**src/rtl/rob_core.sv**
```systemverilog
// Circular reorder buffer: in-order retire, CDB capture, operand queries, branch rollback.
// Optional same-cycle CDB-to-query forwarding is enabled by defining ROB_CDB_FWD_EN.
module rob_core #(
  parameter int ROB_SIZE  = 16,
  parameter int ROB_IDX_W = 4
) (
  input  logic                 clk,
  input  logic                 rst_in,
  input  logic                 rdy_in,

  input  logic                 issue_en,
  input  logic [4:0]           issue_dest,
  input  logic                 issue_is_br,
  input  logic [31:0]          issue_pred_pc,
  input  logic                 issue_ready,
  input  logic [31:0]          issue_val,
  output logic [ROB_IDX_W-1:0] alloc_idx,
  output logic                 full,

  input  logic                 cdb_en,
  input  logic [ROB_IDX_W-1:0] cdb_idx,
  input  logic [31:0]          cdb_val,
  input  logic [31:0]          cdb_next_pc,

  input  logic [ROB_IDX_W-1:0] q1_idx,
  input  logic [ROB_IDX_W-1:0] q2_idx,
  output logic                 q1_busy,
  output logic                 q2_busy,
  output logic [31:0]          q1_val,
  output logic [31:0]          q2_val,

  output logic                 commit_en,
  output logic [ROB_IDX_W-1:0] commit_idx,
  output logic [4:0]           commit_dest,
  output logic [31:0]          commit_val,

  output logic                 roll_back,
  output logic [31:0]          roll_back_pc
);

  logic [ROB_IDX_W-1:0] head;
  logic [ROB_IDX_W-1:0] tail;
  logic [ROB_IDX_W:0]   count;

  logic [ROB_SIZE-1:0]  valid_q;
  logic [ROB_SIZE-1:0]  ready_q;
  logic [ROB_SIZE-1:0]  is_br_q;
  logic [31:0]          val_q     [ROB_SIZE];
  logic [31:0]          pred_pc_q [ROB_SIZE];
  logic [31:0]          next_pc_q [ROB_SIZE];
  logic [4:0]           dest_q    [ROB_SIZE];

  logic head_fire;
  logic mispredict;
  logic do_commit;
  logic do_issue;

  assign full      = (count == (ROB_IDX_W + 1)'(ROB_SIZE));
  assign alloc_idx = tail;

  // Head retires when its result is in; a wrong-path branch flushes instead of committing.
  assign head_fire  = valid_q[head] && ready_q[head];
  assign mispredict = head_fire && is_br_q[head] && (next_pc_q[head] != pred_pc_q[head]);
  assign do_commit  = head_fire && !mispredict;
  assign do_issue   = issue_en && !full && !mispredict;

  always_ff @(posedge clk or negedge rst_in) begin
    if (!rst_in) begin
      head         <= '0;
      tail         <= '0;
      count        <= '0;
      valid_q      <= '0;
      ready_q      <= '0;
      is_br_q      <= '0;
      commit_en    <= 1'b0;
      commit_idx   <= '0;
      commit_dest  <= '0;
      commit_val   <= '0;
      roll_back    <= 1'b0;
      roll_back_pc <= '0;
      for (int i = 0; i < ROB_SIZE; i++) begin
        val_q[i]     <= '0;
        pred_pc_q[i] <= '0;
        next_pc_q[i] <= '0;
        dest_q[i]    <= '0;
      end
    end else if (rdy_in) begin
      commit_en <= 1'b0;
      roll_back <= 1'b0;
      if (mispredict) begin
        valid_q      <= '0;
        head         <= '0;
        tail         <= '0;
        count        <= '0;
        roll_back    <= 1'b1;
        roll_back_pc <= next_pc_q[head];
      end else begin
        if (cdb_en) begin
          ready_q[cdb_idx]   <= 1'b1;
          val_q[cdb_idx]     <= cdb_val;
          next_pc_q[cdb_idx] <= cdb_next_pc;
        end
        // Placed after the CDB write so a fresh allocation always wins its slot.
        if (do_issue) begin
          valid_q[tail]   <= 1'b1;
          ready_q[tail]   <= issue_ready;
          val_q[tail]     <= issue_val;
          dest_q[tail]    <= issue_dest;
          is_br_q[tail]   <= issue_is_br;
          pred_pc_q[tail] <= issue_pred_pc;
          tail            <= tail + 1'b1;
        end
        if (do_commit) begin
          valid_q[head] <= 1'b0;
          commit_en     <= 1'b1;
          commit_idx    <= head;
          commit_dest   <= is_br_q[head] ? 5'd0 : dest_q[head];
          commit_val    <= val_q[head];
          head          <= head + 1'b1;
        end
        case ({do_issue, do_commit})
          2'b10:   count <= count + 1'b1;
          2'b01:   count <= count - 1'b1;
          default: count <= count;
        endcase
      end
    end
  end

`ifdef ROB_CDB_FWD_EN
  always_comb begin
    q1_busy = !ready_q[q1_idx];
    q1_val  = val_q[q1_idx];
    q2_busy = !ready_q[q2_idx];
    q2_val  = val_q[q2_idx];
    if (cdb_en && (cdb_idx == q1_idx)) begin
      q1_busy = 1'b0;
      q1_val  = cdb_val;
    end
    if (cdb_en && (cdb_idx == q2_idx)) begin
      q2_busy = 1'b0;
      q2_val  = cdb_val;
    end
  end
`else
  assign q1_busy = !ready_q[q1_idx];
  assign q1_val  = val_q[q1_idx];
  assign q2_busy = !ready_q[q2_idx];
  assign q2_val  = val_q[q2_idx];
`endif

endmodule

```
**config.mk**
```make
export PLATFORM = sky130hd
export DESIGN_NAME = rob_core
export DESIGN_NICKNAME = d
export VERILOG_FILES = /design/src/rtl/rob_core.sv
export SDC_FILE = /design/constraint.sdc
export NUM_CORES = 2
export LEC_CHECK = 0
export BUFFER_PORTS_ARGS = -buffer_cell sky130_fd_sc_hd__buf_2
export CAP_MARGIN = 20
export CORE_AREA = 2 2 524 526
export CTS_BUF_LIST = sky130_fd_sc_hd__clkbuf_16
export CTS_CLUSTER_SIZE = 24
export DETAILED_ROUTE_END_ITERATION = 8
export DIE_AREA = 0 0 526 528
export PLACE_DENSITY_LB_ADDON = 0.05
export SKIP_CTS_REPAIR_TIMING = 1
export SLEW_MARGIN = 10
export SYNTH_ARGS = -nofsm -noshare
export SYNTH_HDL_FRONTEND = slang
export SYNTH_SLANG_ARGS = --single-unit
```
**constraint.sdc**
```tcl
create_clock -name clk -period 5.3 [get_ports clk]
set_input_delay 1.325 -clock clk [delete_from_list [all_inputs] [get_ports clk]]
set_output_delay 1.325 -clock clk [all_outputs]
set_load 0.005 [all_outputs]
```
Yosys cells after proc, flatten, opt, wreduce, memory -nomap -nowiden --
Cells that the tools add are included.
Storage, ports and cells: output and inout port bits 146, logic and storage cells 205, register bits after elaboration 1752
Operators by class: reduce and logical (&&, ||, !) cells 26, eq/ne operators 4, bitwise operators 10, $add $sub $neg 4, $lt $le $gt $ge 15, multiplexer cells 70
Operators by type and width (count):
- $bwmux W512 | 4
- $mux W512 | 4
- $bmux W32 S4 | 5
- $mux W32 | 12
- $demux W32 S4 | 2
- $mux W16 | 9
- $bwmux W80 | 1
- $bwmux W16 | 2
- $ne A32 B32 Y1 | 1
- $or A16 B16 Y16 | 2
- $ge A5 B5 Y1 const B | 5
- $lt A4 B5 Y1 const B | 5
- $mux W5 | 5
- $not A4 Y5 | 5
- $bmux W1 S4 | 5
- $bmux W5 S4 | 1
- $demux W5 S4 | 1
- $and A16 B16 Y16 | 1
- $mux W4 | 4
- $not A16 Y16 | 1
- $demux W1 S4 | 3
- $ge A4 B1 Y1 const B | 3
- $logic_and A1 B1 Y1 | 11
- $mux W1 | 11
- other kinds (14) | 26

Longest topological paths before layout --
word-level depth 14, gate-level depth with buffers 19, gate-level depth less buffers 16

Least setup slack after synthesis --
No wires, ideal clock.
path type in2out, start input port q2_idx[0], end output port q2_val[0], path slack 0.570 ns, arrival time 3.405 ns, cell stages on the path 5, data required time 3.975 ns, path through clkbuf_1 clkbuf_1 buf_1 mux4_2 mux4_2
On the way: longest elaborated chain between the ends 4
RTL lines:
- from (decl) | line 26 | input logic [ROB_IDX_W-1:0] q2_idx,
- $not A4 Y5 (implied by the code) | line 149 | assign q2_val = val_q[q2_idx];
- $bmux W32 S4 | line 149
- $mux W32 (implied by the code) (2 in a row) | line 149
- to (decl) | line 30 | output logic [31:0] q2_val,
Every way passes these cells. The select of a mux whose other input is x is not followed.

Worst setup path after layout --
start register head[1], end register count[2]
On the way: longest elaborated chain between the ends 11
RTL lines:
- from (decl) | line 41 | logic [ROB_IDX_W-1:0] head;
- from (signal assigned) | line 119 | head <= head + 1'b1;
- $not A4 Y5 (implied by the code) | line 63 | assign mispredict = head_fire && is_br_q[head] && (next_pc_q[head] != pred_pc_q[head]);
- $bmux W32 S4 | line 63
- $mux W32 (implied by the code) (2 in a row) | line 63
- $ne A32 B32 Y1 | line 63
- $logic_and A1 B1 Y1 | line 63
- $logic_not A1 Y1 | line 64, 65
- $logic_and A1 B1 Y1 (on tied branches) | line 64, 65
- $eq A2 B1 Y1 / $eq A2 B2 Y1 (equally long branches) | line 121 | case ({do_issue, do_commit})
- $pmux W5 S2 / $reduce_bool A3 Y1 (equally long branches)
- $mux W5 / $reduce_and A2 Y1 (equally long branches)
- to (signal assigned) | line 122 | 2'b10: count <= count + 1'b1;
- to (signal assigned) | line 123 | 2'b01: count <= count - 1'b1;
- to (signal assigned) | line 124 | default: count <= count;
- to (decl) | line 43 | logic [ROB_IDX_W:0] count;
Several ways; a longest one is shown, not always the timed one. The select of a mux whose other input is x is not followed. A chain may end at the register's enable or synchronous reset.

==> flow_summary.toml <==
[status]
status = "finished clean"

[layout]
multi_input_area_mm2 = 0.04765
areaGrowthSynthToFinish_pct = 17.08
final_util_pct = 40.71
regArea_mm2 = 0.04385
fillers = 25260
layout_common_cells = "dfrtp_1, mux2_2, mux4_2"
final_layout_size_suffix_gt1_share_pct = 41.83
final_common_cell = "dfrtp_1"
nets = 7376

[setup_path]
r2r-end = "count[2]$_DFFE_PN0P_"
cp_common_cell = "nand2_1"
slowest_stage = "dfrtp_4"
worst-endpoint-required_ns = 6.13
regToRegSetupSlack_ns = 0.26
worst_setup_path_start_kind = "register"
end_kind = "register"
cp_slowest_stage_delay_ns = 0.64
r2r_start = "head[1]$_DFFE_PN0P_"
critPathMaxFanout = 98
crit_chain = "buf_12 > mux4_2 > a22oi_1 > nand2_1 > xor2_1 > nor4_1 > nand2_1 > o31a_1 > nor3_1 > xnor2_1 > ha_1 > nor2_1 > and3_1 > or4_1 > o211ai_1"
worstPathArrival_ns = 5.87
critical_path_depth = 15
critPathCapture = "count[2]$_DFFE_PN0P_"
setup.worst_path.start = "head[1]$_DFFE_PN0P_"
ff2ff_path_depth = 15
critical_path_class = "reg2reg"
crit_buf_inv = 1
cp_top_family = "simple AND/OR/NAND/NOR gates"

[die]
dieArea_mm2 = 0.2777
core_area_mm2 = 0.2724
die_width_um = 526
row_count = 192
io_pins = 298
initial_utilization_pct = 34.77
die_h_um = 528

[global_route]
grt_antenna_before_repair = 63
grt_pass1_vias = 68960
globalRouteTotalUtil_pct = 26.70
grt_max_degree = 134
grt_pass1_wl_mm = 540.7
overflow = 0

[route]
finalWirelength_mm = 374.8
first_iter_violations = 5744
antenna_left = 0
dr_total_vias = 67280
drc = 0
first_pass_iters = 6
wl_per_cell_um = 34.07
routed_via_density = 6.116

[synthesis]
avgSynthCellArea_um2 = 13.50
synth_top_cell_by_area = "dfrtp_1"
synthDistinctLibCells = 57
synthXorXnorAreaFrac_pct = 0.3236
ys_async_sr_fraction_pct = 100.0
yosysWarnings = 0
synth.area.top_cells = "dfrtp_1, mux4_2, mux2_2"
synth.net_count = 7177
synth_compound_area_share_pct = 8.333
yosysSeqAreaShare_pct = 46.29
synth_fa_ha_area_share_pct = 0.1321
syn_area_mm2 = 0.09472
synth_ff_type = "dfrtp_1"
synthCells = 7015
ys_seq_elements = 1752
synthMuxAreaShare_pct = 34.98
synth_top_family_by_area = "multiplexers"
yosys.area_share.simple_pct = 6.104
synth-edff-count = 0
synth_top_area_share_pct = 46.29

[sta]
hold_violations = 0
setup_ws_ns = 0.2563
finClkSkew_ns = 0.08578
tightest_slew_ns = 1.075
finalCritPeriodShare_pct = 95.16
period_minus_slack_ns = 5.044
rsz0062_at_grt = "false"
finalSetupViolCount = 0
fmax_mhz = 198.3
slew_headroom_pct = 28.33
drv_slew = 0

[pwr]
p_leak_nw = 46.72
power_density_mw_per_mm2 = 520.2
ir_worst_vdd_mv = 0.2888

[clock_network]
cts_tree = "yes"
clock_latency_ns = 0.93
cts_made_buffers = 214
clk_pin_slew_worst_paths_ns = 0.06
cts_buffer_depth = 4
numClockSinks = 1752
h-tree-depth = 4
cts_root_buffer = "clkbuf_16"

[placement]
pre_cts_slack_ns = 0.08993
io_buffers = 297
gp_congestion = 0.8475
dpl.hpwl_mm = 236.8

[run]
cap_violations = 0

[worst_hold_path]
hold_class = "in2async"
-- how the worst min path moves through the flow --
stage / from / to / slack (ns) / cells past startpoint
6_report: rst_in / is_br_q[3]$_DFFE_PN0P_ / 0.46 / 1
5_1_grt: rst_in / is_br_q[3]$_DFFE_PN0P_ / 0.46 / 1
4_1_cts: rst_in / is_br_q[3]$_DFFE_PN0P_ / 0.42 / 1
3_5_place_dp: count[4]$_DFFE_PN0P_ / count[4]$_DFFE_PN0P_ / 0.47 / 1
3_3_place_gp: pred_pc_q[364]$_DFFE_PN0P_ / pred_pc_q[364]$_DFFE_PN0P_ / 0.46 / 1
2_1_floorplan: count[4]$_DFFE_PN0P_ / count[4]$_DFFE_PN0P_ / 0.44 / 1
-- cell families after synthesis --
logic type               count (synthesis)
multiplexers                          2189
flip-flops                            1752
AND/OR/NAND/NOR                       1112
AO/OA/AOI/OAI                         1056
buffers and inverters                  861
XOR/XNOR                                35
adder cells (fa/ha/maj)                 10
-- worst register-to-register path: stages (launching register included) --
cell	delay, ns
dfrtp_4	0.64
buf_12	0.51
mux4_2	0.57
a22oi_1	0.30
nand2_1	0.29
xor2_1	0.29
nor4_1	0.32
nand2_1	0.22
o31a_1	0.40
nor3_1	0.27
xnor2_1	0.16
ha_1	0.18
nor2_1	0.05
and3_1	0.19
or4_1	0.46
o211ai_1	0.10
-- stage by stage --
step           total power, mW  hold WS, ns  cells  instance area, um^2  setup TNS (ns)
2_1_floorplan            34.10       0.4427   7015                94720               0
4_1_cts                  58.31       0.4250  10980               110800               0
6_report                 57.68       0.4557  11000               110900               0
5_1_grt                  60.50       0.4614  10980               110900               0
3_5_place_dp             43.60       0.4739  10590               104100               0
3_3_place_gp             43.29       0.4628  10590               104100       -0.006018
-- area by class of cell --
type	instances	share of cell area [%]
Tap cell	3589	4.049
Clock buffer	219	4.942
Timing Repair Buffer	811	7.230
Antenna cell	22	0.04964
Inverter	33	0.1140
Clock inverter	172	1.102
Multi-Input combinational cell	4402	42.97
Sequential cell	1752	39.54
-- where the power goes --
group	internal [mW]	total, mW	switching, mW
Combinational	11.3	22.5	11.3
Sequential	17.7	20.7	3.05
Clock	8.21	14.5	6.24
-- routing by layer --
| metal | GRT usage, % | wire length, um |
|---|---|---|
| met4 | 9.179 | 14190 |
| met3 | 4.396 | 22610 |
| met1 | 36.32 | 160600 |
| met2 | 43.20 | 177100 |
| met5 | 0 | 289 |
-- synthesized netlist by cell type, types with 38 or more instances --
cell and instances:
o2bb2ai_1 192, dfrtp_1 1752, and2_1 203, mux4_2 778, buf_2 233, mux2_1 70, mux2i_1 226, a21oi_1 330
clkbuf_1 431, nand4_1 259, a2bb2oi_1 47, a221o_1 256, mux2_2 1115, nand2_1 464, o21ai_0 60, a22oi_1 143
buf_1 136, and3_1 38
-- state kept, by name, summed over array words and instances (netlist names), 16 cells and up --
register and flops:
next_pc_q 512, pred_pc_q 512, val_q 512, dest_q 80, commit_val 32, roll_back_pc 32, is_br_q 16, ready_q 16
valid_q 16
No activity file was read; power rests on OpenSTA's default activity.
